==> config.mk <==
export PLATFORM = sky130hd
export DESIGN_NAME = system_bus_fabric
export DESIGN_NICKNAME = d
export VERILOG_FILES = /design/src/rtl/soc_bus_pkg.sv /design/src/rtl/bus_timeout_counter.sv /design/src/rtl/system_bus_fabric.sv
export SDC_FILE = /design/constraint.sdc
export NUM_CORES = 1
export LEC_CHECK = 0
export ABC_AREA = 1
export BUFFER_PORTS_ARGS = -buffer_cell sky130_fd_sc_hd__buf_2
export CAP_MARGIN = 20
export CORE_AREA = 2 2 138 140
export CTS_BUF_LIST = sky130_fd_sc_hd__clkbuf_4
export CTS_CLUSTER_DIAMETER = 30
export DETAILED_ROUTE_END_ITERATION = 10
export DIE_AREA = 0 0 140 142
export PLACE_DENSITY = 0.73
export RECOVER_POWER = 50
export SYNTH_ARGS = -nofsm -noshare
export SYNTH_HDL_FRONTEND = slang
export SYNTH_HIERARCHICAL = 1
export SYNTH_SLANG_ARGS = --single-unit
==> constraint.sdc <==
create_clock -name clk -period 3.78 [get_ports clk]
set_input_delay 0 -clock clk [delete_from_list [all_inputs] [get_ports clk]]
set_output_delay 0 -clock clk [all_outputs]
set_load 0.05 [all_outputs]
==> src/rtl/soc_bus_pkg.sv <==
// Shared definitions for the CPU-to-slave bus fabric: FSM encoding, address
// region field positions and the default error read data.
package soc_bus_pkg;

  typedef enum logic [1:0] {
    ST_IDLE   = 2'd0,
    ST_ACCESS = 2'd1,
    ST_RESP   = 2'd2,
    ST_ERROR  = 2'd3
  } bus_state_e;

  localparam int REGION_MSB = 31;
  localparam int REGION_LSB = 28;
  localparam int OFFSET_MSB = 27;
  localparam int OFFSET_LSB = 0;

  localparam logic [31:0] DEFAULT_ERR_DATA = 32'hDEADBEEF;

  function automatic logic [3:0] region_of(input logic [31:0] addr);
    return addr[REGION_MSB:REGION_LSB];
  endfunction

endpackage

==> src/rtl/bus_timeout_counter.sv <==
// Counts stalled access cycles; terminal flags that the stall budget is spent.
module bus_timeout_counter #(
  parameter int unsigned TERMINAL = 255
) (
  input  logic clk,
  input  logic reset,
  input  logic clear,
  input  logic enable,
  output logic terminal
);

  logic [15:0] count_q;
  logic [15:0] count_d;

  assign terminal = (count_q == 16'(TERMINAL));

  always_comb begin
    count_d = count_q;
    if (clear) begin
      count_d = '0;
    end else if (enable && !terminal) begin
      count_d = count_q + 16'd1;
    end
  end

  always_ff @(posedge clk or posedge reset) begin
    if (reset) begin
      count_q <= '0;
    end else begin
      count_q <= count_d;
    end
  end

endmodule

==> src/rtl/system_bus_fabric.sv <==
// Single-master bus fabric: decodes addr[31:28] to one of NUM_SLAVES regions,
// runs one access at a time, and aborts unmapped or stalled-out accesses.
module system_bus_fabric
  import soc_bus_pkg::*;
#(
  parameter int          NUM_SLAVES     = 4,
  parameter logic [15:0] SLAVE_MASK     = 16'h000F,
  parameter int          TIMEOUT_CYCLES = 255,
  parameter logic [31:0] ERR_DATA       = DEFAULT_ERR_DATA
) (
  input  logic                     clk,
  input  logic                     reset,
  input  logic                     mem_valid,
  output logic                     mem_ready,
  input  logic [31:0]              mem_addr,
  input  logic [31:0]              mem_wdata,
  input  logic [3:0]               mem_wstrb,
  output logic [31:0]              mem_rdata,
  output logic [27:0]              s_address,
  output logic [31:0]              s_writeData,
  output logic [3:0]               s_byteenable,
  output logic [NUM_SLAVES-1:0]    s_read,
  output logic [NUM_SLAVES-1:0]    s_write,
  input  logic [32*NUM_SLAVES-1:0] s_readData,
  input  logic [NUM_SLAVES-1:0]    s_waitrequest,
  output logic                     bus_error,
  output logic [31:0]              error_addr,
  output logic [15:0]              error_count
);

  bus_state_e  state_q, state_d;
  logic [31:0] addr_q, addr_d;
  logic [31:0] wdata_q, wdata_d;
  logic [3:0]  wstrb_q, wstrb_d;
  logic [3:0]  sel_q, sel_d;
  logic [31:0] error_addr_q, error_addr_d;
  logic [15:0] error_count_q, error_count_d;

  logic [3:0]  req_region;
  logic        req_mapped;
  logic        sel_wait;
  logic [31:0] sel_rdata;
  logic        is_read;
  logic        tmo_clear;
  logic        tmo_enable;
  logic        tmo_terminal;

  assign req_region = region_of(mem_addr);
  assign req_mapped = (int'(req_region) < NUM_SLAVES) && SLAVE_MASK[req_region];
  assign is_read    = (wstrb_q == 4'b0000);

  // Only the latched slave's stall and read data matter; others are ignored.
  always_comb begin
    sel_wait  = 1'b0;
    sel_rdata = '0;
    for (int i = 0; i < NUM_SLAVES; i++) begin
      if (sel_q == 4'(i)) begin
        sel_wait  = s_waitrequest[i];
        sel_rdata = s_readData[32*i +: 32];
      end
    end
  end

  always_comb begin
    state_d = state_q;
    addr_d  = addr_q;
    wdata_d = wdata_q;
    wstrb_d = wstrb_q;
    sel_d   = sel_q;
    case (state_q)
      ST_IDLE: begin
        if (mem_valid) begin
          addr_d  = mem_addr;
          wdata_d = mem_wdata;
          wstrb_d = mem_wstrb;
          sel_d   = req_region;
          state_d = req_mapped ? ST_ACCESS : ST_ERROR;
        end
      end
      ST_ACCESS: begin
        if (!sel_wait) begin
          state_d = ST_RESP;
        end else if (tmo_terminal) begin
          state_d = ST_ERROR;
        end
      end
      ST_RESP:  state_d = ST_IDLE;
      ST_ERROR: state_d = ST_IDLE;
      default:  state_d = ST_IDLE;
    endcase
  end

  // Error bookkeeping is updated on entry so it is visible during the pulse.
  always_comb begin
    error_addr_d  = error_addr_q;
    error_count_d = error_count_q;
    if (state_d == ST_ERROR) begin
      error_addr_d = addr_d;
      if (error_count_q != 16'hFFFF) begin
        error_count_d = error_count_q + 16'd1;
      end
    end
  end

  assign tmo_clear  = (state_d == ST_ACCESS) && (state_q != ST_ACCESS);
  assign tmo_enable = (state_q == ST_ACCESS) && sel_wait;

  bus_timeout_counter #(
    .TERMINAL (TIMEOUT_CYCLES)
  ) u_timeout (
    .clk      (clk),
    .reset    (reset),
    .clear    (tmo_clear),
    .enable   (tmo_enable),
    .terminal (tmo_terminal)
  );

  always_ff @(posedge clk or posedge reset) begin
    if (reset) begin
      state_q       <= ST_IDLE;
      addr_q        <= '0;
      wdata_q       <= '0;
      wstrb_q       <= '0;
      sel_q         <= '0;
      error_addr_q  <= '0;
      error_count_q <= '0;
    end else begin
      state_q       <= state_d;
      addr_q        <= addr_d;
      wdata_q       <= wdata_d;
      wstrb_q       <= wstrb_d;
      sel_q         <= sel_d;
      error_addr_q  <= error_addr_d;
      error_count_q <= error_count_d;
    end
  end

  always_comb begin
    s_read  = '0;
    s_write = '0;
    if (state_q == ST_ACCESS) begin
      for (int i = 0; i < NUM_SLAVES; i++) begin
        if (sel_q == 4'(i)) begin
          s_read[i]  = is_read;
          s_write[i] = !is_read;
        end
      end
    end
  end

  always_comb begin
    mem_ready = 1'b0;
    bus_error = 1'b0;
    mem_rdata = '0;
    case (state_q)
      ST_RESP: begin
        mem_ready = 1'b1;
        mem_rdata = is_read ? sel_rdata : 32'h0;
      end
      ST_ERROR: begin
        mem_ready = 1'b1;
        bus_error = 1'b1;
        mem_rdata = is_read ? ERR_DATA : 32'h0;
      end
      default: ;
    endcase
  end

  assign s_address    = addr_q[OFFSET_MSB:OFFSET_LSB];
  assign s_writeData  = wdata_q;
  assign s_byteenable = wstrb_q;
  assign error_addr   = error_addr_q;
  assign error_count  = error_count_q;

endmodule
* After elaboration in Yosys (flattened, before gate mapping)
Memories as Yosys holds them, arrays and structs flattened.
Index checks and enable logic that the tools add are counted.
** Storage, ports and cells
- Register bits after elaboration :: 138
- Memories kept :: 1
- Bits in read-only memories :: 16
- Word-level logic and storage cells :: 70
** Cells by class
- Reductions and logical operators :: 13
- Magnitude comparators :: 2
- Muxes and demuxes :: 33
- Add/sub/neg operators :: 2
- Equality and inequality tests :: 11
** Memory list
- (name not given) :: words 16, bits a word 1, rd ports 1, clocked after Yosys merged registers in 0, wr ports 0, RTL line system_bus_fabric.sv:49 : assign req_mapped = (int'(req_region) < NUM_SLAVES) && SLAVE_MASK[req_region];
** Operators with widths (number)
- two-way mux 32 bit :: 8
- case mux 32 bit (2 select lines) :: 1
- adder 16 x 1 -> 16 bit (second input constant) :: 2
- two-way mux 16 bit :: 2
- == test 16 x 8 -> 1 bit (second input constant) :: 1
- inequality test 16 bit (second input constant) :: 1
- two-way mux 1 bit :: 15
- == test 4 x 2 -> 1 bit (second input constant) :: 2
- logical NOT 4 bit :: 2
- two-way mux 2 bit :: 4
- two-way mux 4 bit :: 2
- == test 2 bit (second input constant) :: 3
- case mux 2 bit (3 select lines) :: 1
- less-than comparator 4 x 5 -> 1 bit (second input constant) :: 1
- == test 2 x 1 -> 1 bit (second input constant) :: 2
- == test 4 x 1 -> 1 bit (second input constant) :: 1
- logical AND 1 bit :: 4
- less-than comparator 4 x 3 -> 1 bit (second input constant) :: 1
- AND reduction 2 bit :: 2
- logical NOT 1 bit :: 2
- logical NOT 2 bit :: 1
- inequality test 2 x 1 -> 1 bit (second input constant) :: 1
- nonzero test 2 bit :: 1
- OR reduction 2 bit :: 1

* Longest topological paths before layout
Gate-level depths: netlist of the first run.
- Word-level depth :: 10
- Gate-level depth with buffers :: 14
- Gate-level depth less buffers :: 13

* Hierarchy
Netlist of the first run, hierarchy kept.
** Modules (own cells, without submodules)
- system_bus_fabric :: cells an instance 848, times used 1, area an instance 6556.3 um^2
- bus_timeout_counter :: cells an instance 157, times used 1, area an instance 1069.8 um^2

* Worst setup path after synthesis of the first run
No wires, ideal clock.
- Kind :: reg-to-output
- Start :: register wstrb_q[3] (netlist: s_byteenable[3])
- End :: output port mem_rdata[17]
- Data required time :: 3780 ps
- Slack :: 1122 ps
- Path buffers :: 0
- Arrival :: 2658 ps
- Stages on the path, launching flop included :: 8
- Cells stage by stage :: dfrtp_1 nor2_1 nand3_1 inv_1 nand2_1 nor2_1 inv_1 a311oi_1
** Between the ends
- Word-level cells in the longest chain between the ends :: 3
** Ends and longest elaborated chain
- start: declaration :: RTL line system_bus_fabric.sv:34 : logic [3:0] wstrb_q, wstrb_d;
- start signal: assignment :: RTL line system_bus_fabric.sv:131 : wstrb_q <= wstrb_d;
- logical NOT 4 bit :: RTL line system_bus_fabric.sv:50 : assign is_read = (wstrb_q == 4'b0000);
- two-way mux 32 bit :: RTL line system_bus_fabric.sv:158 : mem_rdata = is_read ? sel_rdata : 32'h0;
- case mux 32 bit (2 select lines) :: RTL line system_bus_fabric.sv:155 : case (state_q)
- end: declaration :: RTL line system_bus_fabric.sv:18 : output logic [31:0] mem_rdata,
Every way passes these cells.

* Worst setup path after layout of the first run
- Start :: register wstrb_q[3] (netlist: s_byteenable[3])
- End :: output port mem_rdata[22]
The elaborated chain is that of the path after synthesis.

==> impl_metrics.py, run 1 <==
metrics = {
    "timing": {
        "hold_viol": 0,
        "relSlewSlack": -1.03,
        "whs_ns": 0.0769,
        "fin_ws_ns": 0.552,
        "worstMarginPinSlew_ns": 3.04,
        "fin_skew_ns": 0.0253,
        "fmax_mhz": 310,
        "timing.setup.tns_ns": 0,
        "rsz0062_at_grt": "no",
        "finalCritPeriodShare": 0.854,
        "finalSetupViolations": 0,
        "min_period_ns": 3.23,
        "slew_viol_final": 123,
    },
    "global_routing": {
        "top_usage_layer": "met2",
        "grt_pass1_vias": 7973,
        "use_met3": 0.0686,
        "antenna_found_initial": 8,
        "grt_pass1_wl_um": 40400,
        "grt_max_degree": 123,
        "use_met1": 0.298,
        "track_usage": 0.257,
        "met2_usage": 0.437,
        "grt_remaining_overflow": 0,
    },
    "logic_synthesis": {
        "syn_avg_cell_area_um2": 7.59,
        "synthAdderAreaFrac": 0.00328,
        "synth_ff_type": "dfrtp_1",
        "synth_edf_count": 0,
        "yosys-mux-area-fraction": 0,
        "synth_top_family_by_area": "simple AND/OR/NAND/NOR gates",
        "synth_compound_area_frac": 0.0829,
        "synth-async-reset-ratio": 1.00,
        "yosysUniqueCellTypes": 34,
        "ys_ff_latch": 138,
        "ys_warn_count": 6,
        "synthCells": 1005,
        "synth_area_um2": 7630,
        "yosys.area_share.simple": 0.339,
        "syn_nets": 1210,
        "synth-xor-area-share": 0.0230,
        "ys_seq_area_frac": 0.453,
    },
    "clock_tree": {
        "clock_latency_ns": 0.54,
        "cts_buffers": 17,
        "clkTransAtPathRegs_ns": 0.14,
        "cts_tree": "done",
        "cts.sinks": 138,
        "cts_resized": 0,
        "root_buffer": "clkbuf_4",
        "htreeDepth": 4,
        "cts_hold_buf": 70,
        "postCtsSetupBuffers": 0,
        "clockBufferDepth": 2,
    },
    "floorplan": {
        "dieWidth_um": 140,
        "placementRows": 50,
        "ios": 357,
        "die_y_um": 142,
        "core_um2": 18500,
        "initial_core_util": 0.413,
        "dieArea_um2": 19900,
    },
    "setup_path": {
        "cpPeakStageDelay_ns": 0.58,
        "cp_top_family": "simple AND/OR/NAND/NOR gates",
        "path_cells": "nor2_1 -> nand3_1 -> inv_1 -> nand2_1 -> nor2_1 -> o221ai_1 -> a31oi_1 -> buf_2",
        "crit_required_ns": 3.78,
        "startpoint_type": "flop",
        "worstSetupPathType": "flop to primary output",
        "crit_buf_inv": 2,
        "critical-path-slowest-cell": "nor2_1",
        "worst_path_most_repeated_cell": "nor2_1",
        "end_kind": "primary output",
        "critPathMaxFanout": 25,
        "crit_start": "s_byteenable[3]$_DFFE_PP0P_",
        "reg2reg_from": "sel_q[0]$_DFFE_PP0P_",
        "arrival_ns": 3.23,
    },
    "outcome": {
        "status": "finished with violations",
        "violations": "design-rule violations, max-capacitance violations, max-slew violations",
    },
    "detailed_routing": {
        "num_vias": 8066,
        "drc": 25,
        "drt-total-wl_um": 25500,
        "wl_per_cell_um": 15.7,
        "antenna_left": 0,
        "via_per_inst": 4.95,
        "drt_iter0_drc": 469,
        "dr.pass1.iters": 11,
    },
    "worst_hold_path": {
        "min_path_type": "input port to async pin",
    },
    "placement": {
        "portBuffers": 356,
        "pre_cts_ws_ns": 1.03,
        "placed_area_um2": 9260,
        "dp_cells": 1521,
        "hpwl_um": 18100,
        "gp_congestion": 0.903,
    },
    "finish": {
        "fin_cells": 1631,
        "seq_area_um2": 3450,
        "final_nets": 1581,
        "fin_area_um2": 10200,
        "fill_cells": 1825,
        "multi_input_area_um2": 3420,
        "area_growth_pct": 33.4,
        "final_cell_mix": "nand2_1, buf_2, dfrtp_1, nand3_1, clkbuf_1",
        "drive_gt1_frac": 0.251,
        "layout.cells.most_common": "nand2_1",
        "fin_util": 0.551,
    },
    "pwr": {
        "power_mw": 8.11,
        "powerDensity_nw_per_um2": 797,
        "ir_worst_vdd_v": 0.000593,
        "leakage_nw": 5.37,
    },
    "flow_run": {
        "max-cap-violations": 1,
    },
}
cell type report:
class / instances / area share
clock buffer: 19 / 0.0140
timing repair buffer: 432 / 0.239
multi-input combinational: 720 / 0.336
clock inverter: 13 / 0.0156
antenna: 8 / 0.00197
sequential: 138 / 0.340
tap: 234 / 0.0288
inverter: 67 / 0.0250
worst min-delay path: stages:
cell           delay [ns]
dlygate4sd3_1        0.53
clkbuf_1             0.11
inv_1                0.48
where the power goes:
group	leakage, nW	internal [mW]	total (mW)	switching, mW
logic	3.44	0.995	4.69	3.70
registers	1.77	2.01	2.38	0.373
clock network	0.164	0.428	1.03	0.604
total	5.37	3.44	8.11	4.67
sequential cells by signal, indices dropped and copies added (netlist names):
name	count
s_byteenable	4
u_timeout/count_q	16
s_writeData	32
addr_q	32
error_addr	32
error_count	16
state_q	2
sel_q	4
cell usage after synthesis (12+ instances only):
cell type,instances,share of area
a21oi_1,27,0.018
a31oi_1,30,0.025
and2_1,28,0.023
buf_2,16,0.011
buf_4,31,0.031
clkbuf_1,16,0.0079
dfrtp_1,138,0.45
inv_1,58,0.029
nand2_1,363,0.18
nand3_1,86,0.056
nand4_1,25,0.021
nor2_1,51,0.025
o21ai_0,18,0.012
o21ai_1,31,0.020
xor2_1,12,0.014
path summary, 6_finish.rpt:
path | endpoint | slack, ns | cells after the start
max | mem_rdata[22] | 0.55 | 8
min | u_timeout/count_q[0]$_DFFE_PP0P_ | 0.08 | 3
max in group asynchronous | addr_q[21]$_DFF_PP0_ | 0.87 | 4
min in group clk | state_q[1]$_DFF_PP0_ | 0.12 | 6
min reg2reg | addr_q[30]$_DFF_PP0_ | 0.49 | 2
max reg2reg | error_addr[17]$_DFFE_PP0N_ | 1.05 | 10
kinds of logic after synthesis:
family,count (synthesis)
adder cells (fa/ha/maj),2
AND/OR/NAND/NOR,584
flip-flops,138
AO/OA/AOI/OAI,114
XOR/XNOR,20
buffers and inverters,147
metal layers:
| layer | routed length (um) | share of wire |
|---|---|---|
| met4 | 1030 | 0.040 |
| met2 | 12700 | 0.50 |
| met5 | 0 | 0 |
| met3 | 1780 | 0.070 |
| met1 | 10100 | 0.39 |
Power figures use the tool's default switching activity.
==> run 2, diff against run 1 <==
- clock period: 3.78 -> 3.03 ns (I/O delays scaled with it)
==> impl_metrics.py, run 2 (same netlist as run 1, synthesis figures left out) <==
metrics = {
    "outcome": {
        "status": "finished with violations",
        "violations": "design-rule violations, max-capacitance violations, max-slew violations",
    },
    "finish": {
        "fin_area_um2": 10200,
        "drive_gt1_frac": 0.250,
        "fin_cells": 1633,
        "layout.cells.most_common": "nand2_1",
        "final_cell_mix": "nand2_1, buf_2, dfrtp_1, nand3_1, clkbuf_1",
        "area_growth_pct": 34.2,
        "fill_cells": 1784,
        "final_nets": 1587,
        "multi_input_area_um2": 3430,
        "seq_area_um2": 3450,
        "fin_util": 0.555,
    },
    "timing": {
        "fmax_mhz": 379,
        "finalSetupViolations": 0,
        "timing.setup.tns_ns": 0,
        "finalCritPeriodShare": 0.872,
        "hold_viol": 0,
        "slew_viol_final": 123,
        "whs_ns": 0.106,
        "rsz0062_at_grt": "no",
        "worstMarginPinSlew_ns": 1.67,
        "min_period_ns": 2.64,
        "relSlewSlack": -0.115,
        "fin_skew_ns": 0.0237,
    },
    "setup_path": {
        "end_kind": "primary output",
        "startpoint_type": "flop",
        "reg2reg_to": "u_timeout/count_q[15]$_DFFE_PP0P_",
        "r2r_slack_ns": 0.63,
        "crit_required_ns": 3.03,
        "worstSetupPathType": "flop to primary output",
        "arrival_ns": 2.64,
        "reg2reg_from": "sel_q[0]$_DFFE_PP0P_",
        "critPathMaxFanout": 25,
        "rr_worst_depth": 10,
    },
    "floorplan": {
        "dieArea_um2": 19900,
        "placementRows": 50,
        "dieWidth_um": 140,
        "die_y_um": 142,
        "initial_core_util": 0.413,
        "ios": 357,
        "core_um2": 18500,
    },
    "global_routing": {
        "grt_pass1_wl_um": 40500,
        "grt_pass1_vias": 7974,
        "grt_max_degree": 123,
        "grt_remaining_overflow": 0,
        "track_usage": 0.258,
        "antenna_found_initial": 6,
    },
    "clock_tree": {
        "cts.sinks": 138,
        "cts_buffers": 17,
        "clockBufferDepth": 2,
        "clock_latency_ns": 0.55,
        "cts_tree": "done",
        "root_buffer": "clkbuf_4",
        "clkTransAtPathRegs_ns": 0.12,
        "htreeDepth": 4,
    },
    "placement": {
        "hpwl_um": 18400,
        "portBuffers": 356,
        "gp_congestion": 0.896,
        "dp_cells": 1525,
        "placed_area_um2": 9290,
    },
    "detailed_routing": {
        "drt_iter0_drc": 563,
        "wl_per_cell_um": 15.9,
        "drc": 25,
        "via_per_inst": 5.01,
        "num_vias": 8181,
        "drt-total-wl_um": 25900,
        "dr.pass1.iters": 9,
        "antenna_left": 0,
    },
    "pwr": {
        "leakage_nw": 5.40,
        "powerDensity_nw_per_um2": 998,
        "ir_worst_vdd_v": 0.000701,
    },
    "flow_run": {
        "max-cap-violations": 1,
    },
    "worst_hold_path": {
        "min_path_type": "input port to async pin",
    },
}
-- run 2: changes by cell type in the layout (fill, tap and decap cells not counted), moves of 3 or more --
cell      change
buf_4         +4
clkinv_1      +3
diode_2       -3
inv_6         -3
inv_8         -3
-- run 2: timing repair --
item	in CTS	in global routing
pin swaps	0	0
hold buffers	72	0
setup endpoints to repair	1	1
gates resized for setup	1	1
setup buffers	0	0
cloned	0	0
endpoints found under the hold margin	242	0
-- run 2: worst max path at each step --
| stage | to | startpoint |
|---|---|---|
| 2_1_floorplan | mem_rdata[17] | s_byteenable[3]$_DFFE_PP0P_ |
| 3_3_place_gp | mem_rdata[22] | s_byteenable[3]$_DFFE_PP0P_ |
| 3_5_place_dp | mem_rdata[22] | s_byteenable[3]$_DFFE_PP0P_ |
| 4_1_cts | mem_rdata[22] | s_byteenable[3]$_DFFE_PP0P_ |
| 5_1_grt | mem_rdata[22] | s_byteenable[3]$_DFFE_PP0P_ |
| 6_report | mem_rdata[22] | sel_q[0]$_DFFE_PP0P_ |
-- run 2: routing by layer --
metal / up-vias / track usage / wire length [um]
met1: 3786 / 0.286 / 9760
met2: 358 / 0.453 / 13000
li1: 3974 / - / -
met5: - / 0 / 12
met3: 61 / 0.0774 / 2090
met4: 2 / 0.132 / 1040
-- run 2: power breakdown --
part | total [mW] | internal [mW] | switching, mW
registers | 2.97 | 2.51 | 0.462
logic | 5.92 | 1.28 | 4.64
clock network | 1.33 | 0.653 | 0.672
-- run 2: critical path: stages (launching register included) --
cell      delay, ns
dfrtp_1        0.62
inv_2          0.12
nor2_4         0.14
buf_4          0.30
clkinv_1       0.33
o221ai_1       0.30
a31oi_1        0.07
buf_2          0.23
-- run 2: cell type report --
class,count,share of cell area
Inverter,67,0.0251
Clock buffer,18,0.0132
Sequential cell,138,0.337
Multi-Input combinational cell,720,0.335
Clock inverter,13,0.0174
Tap cell,234,0.0286
Timing Repair Buffer,438,0.242
Antenna cell,5,0.00122
-- run 2: metrics by stage --
step           power, mW  setup WS (ns)
6_report            10.2          0.389
5_1_grt             10.9          0.118
4_1_cts             10.4          0.172
3_5_place_dp        8.93          0.627
3_3_place_gp        8.85          0.613
2_1_floorplan       7.79          0.372
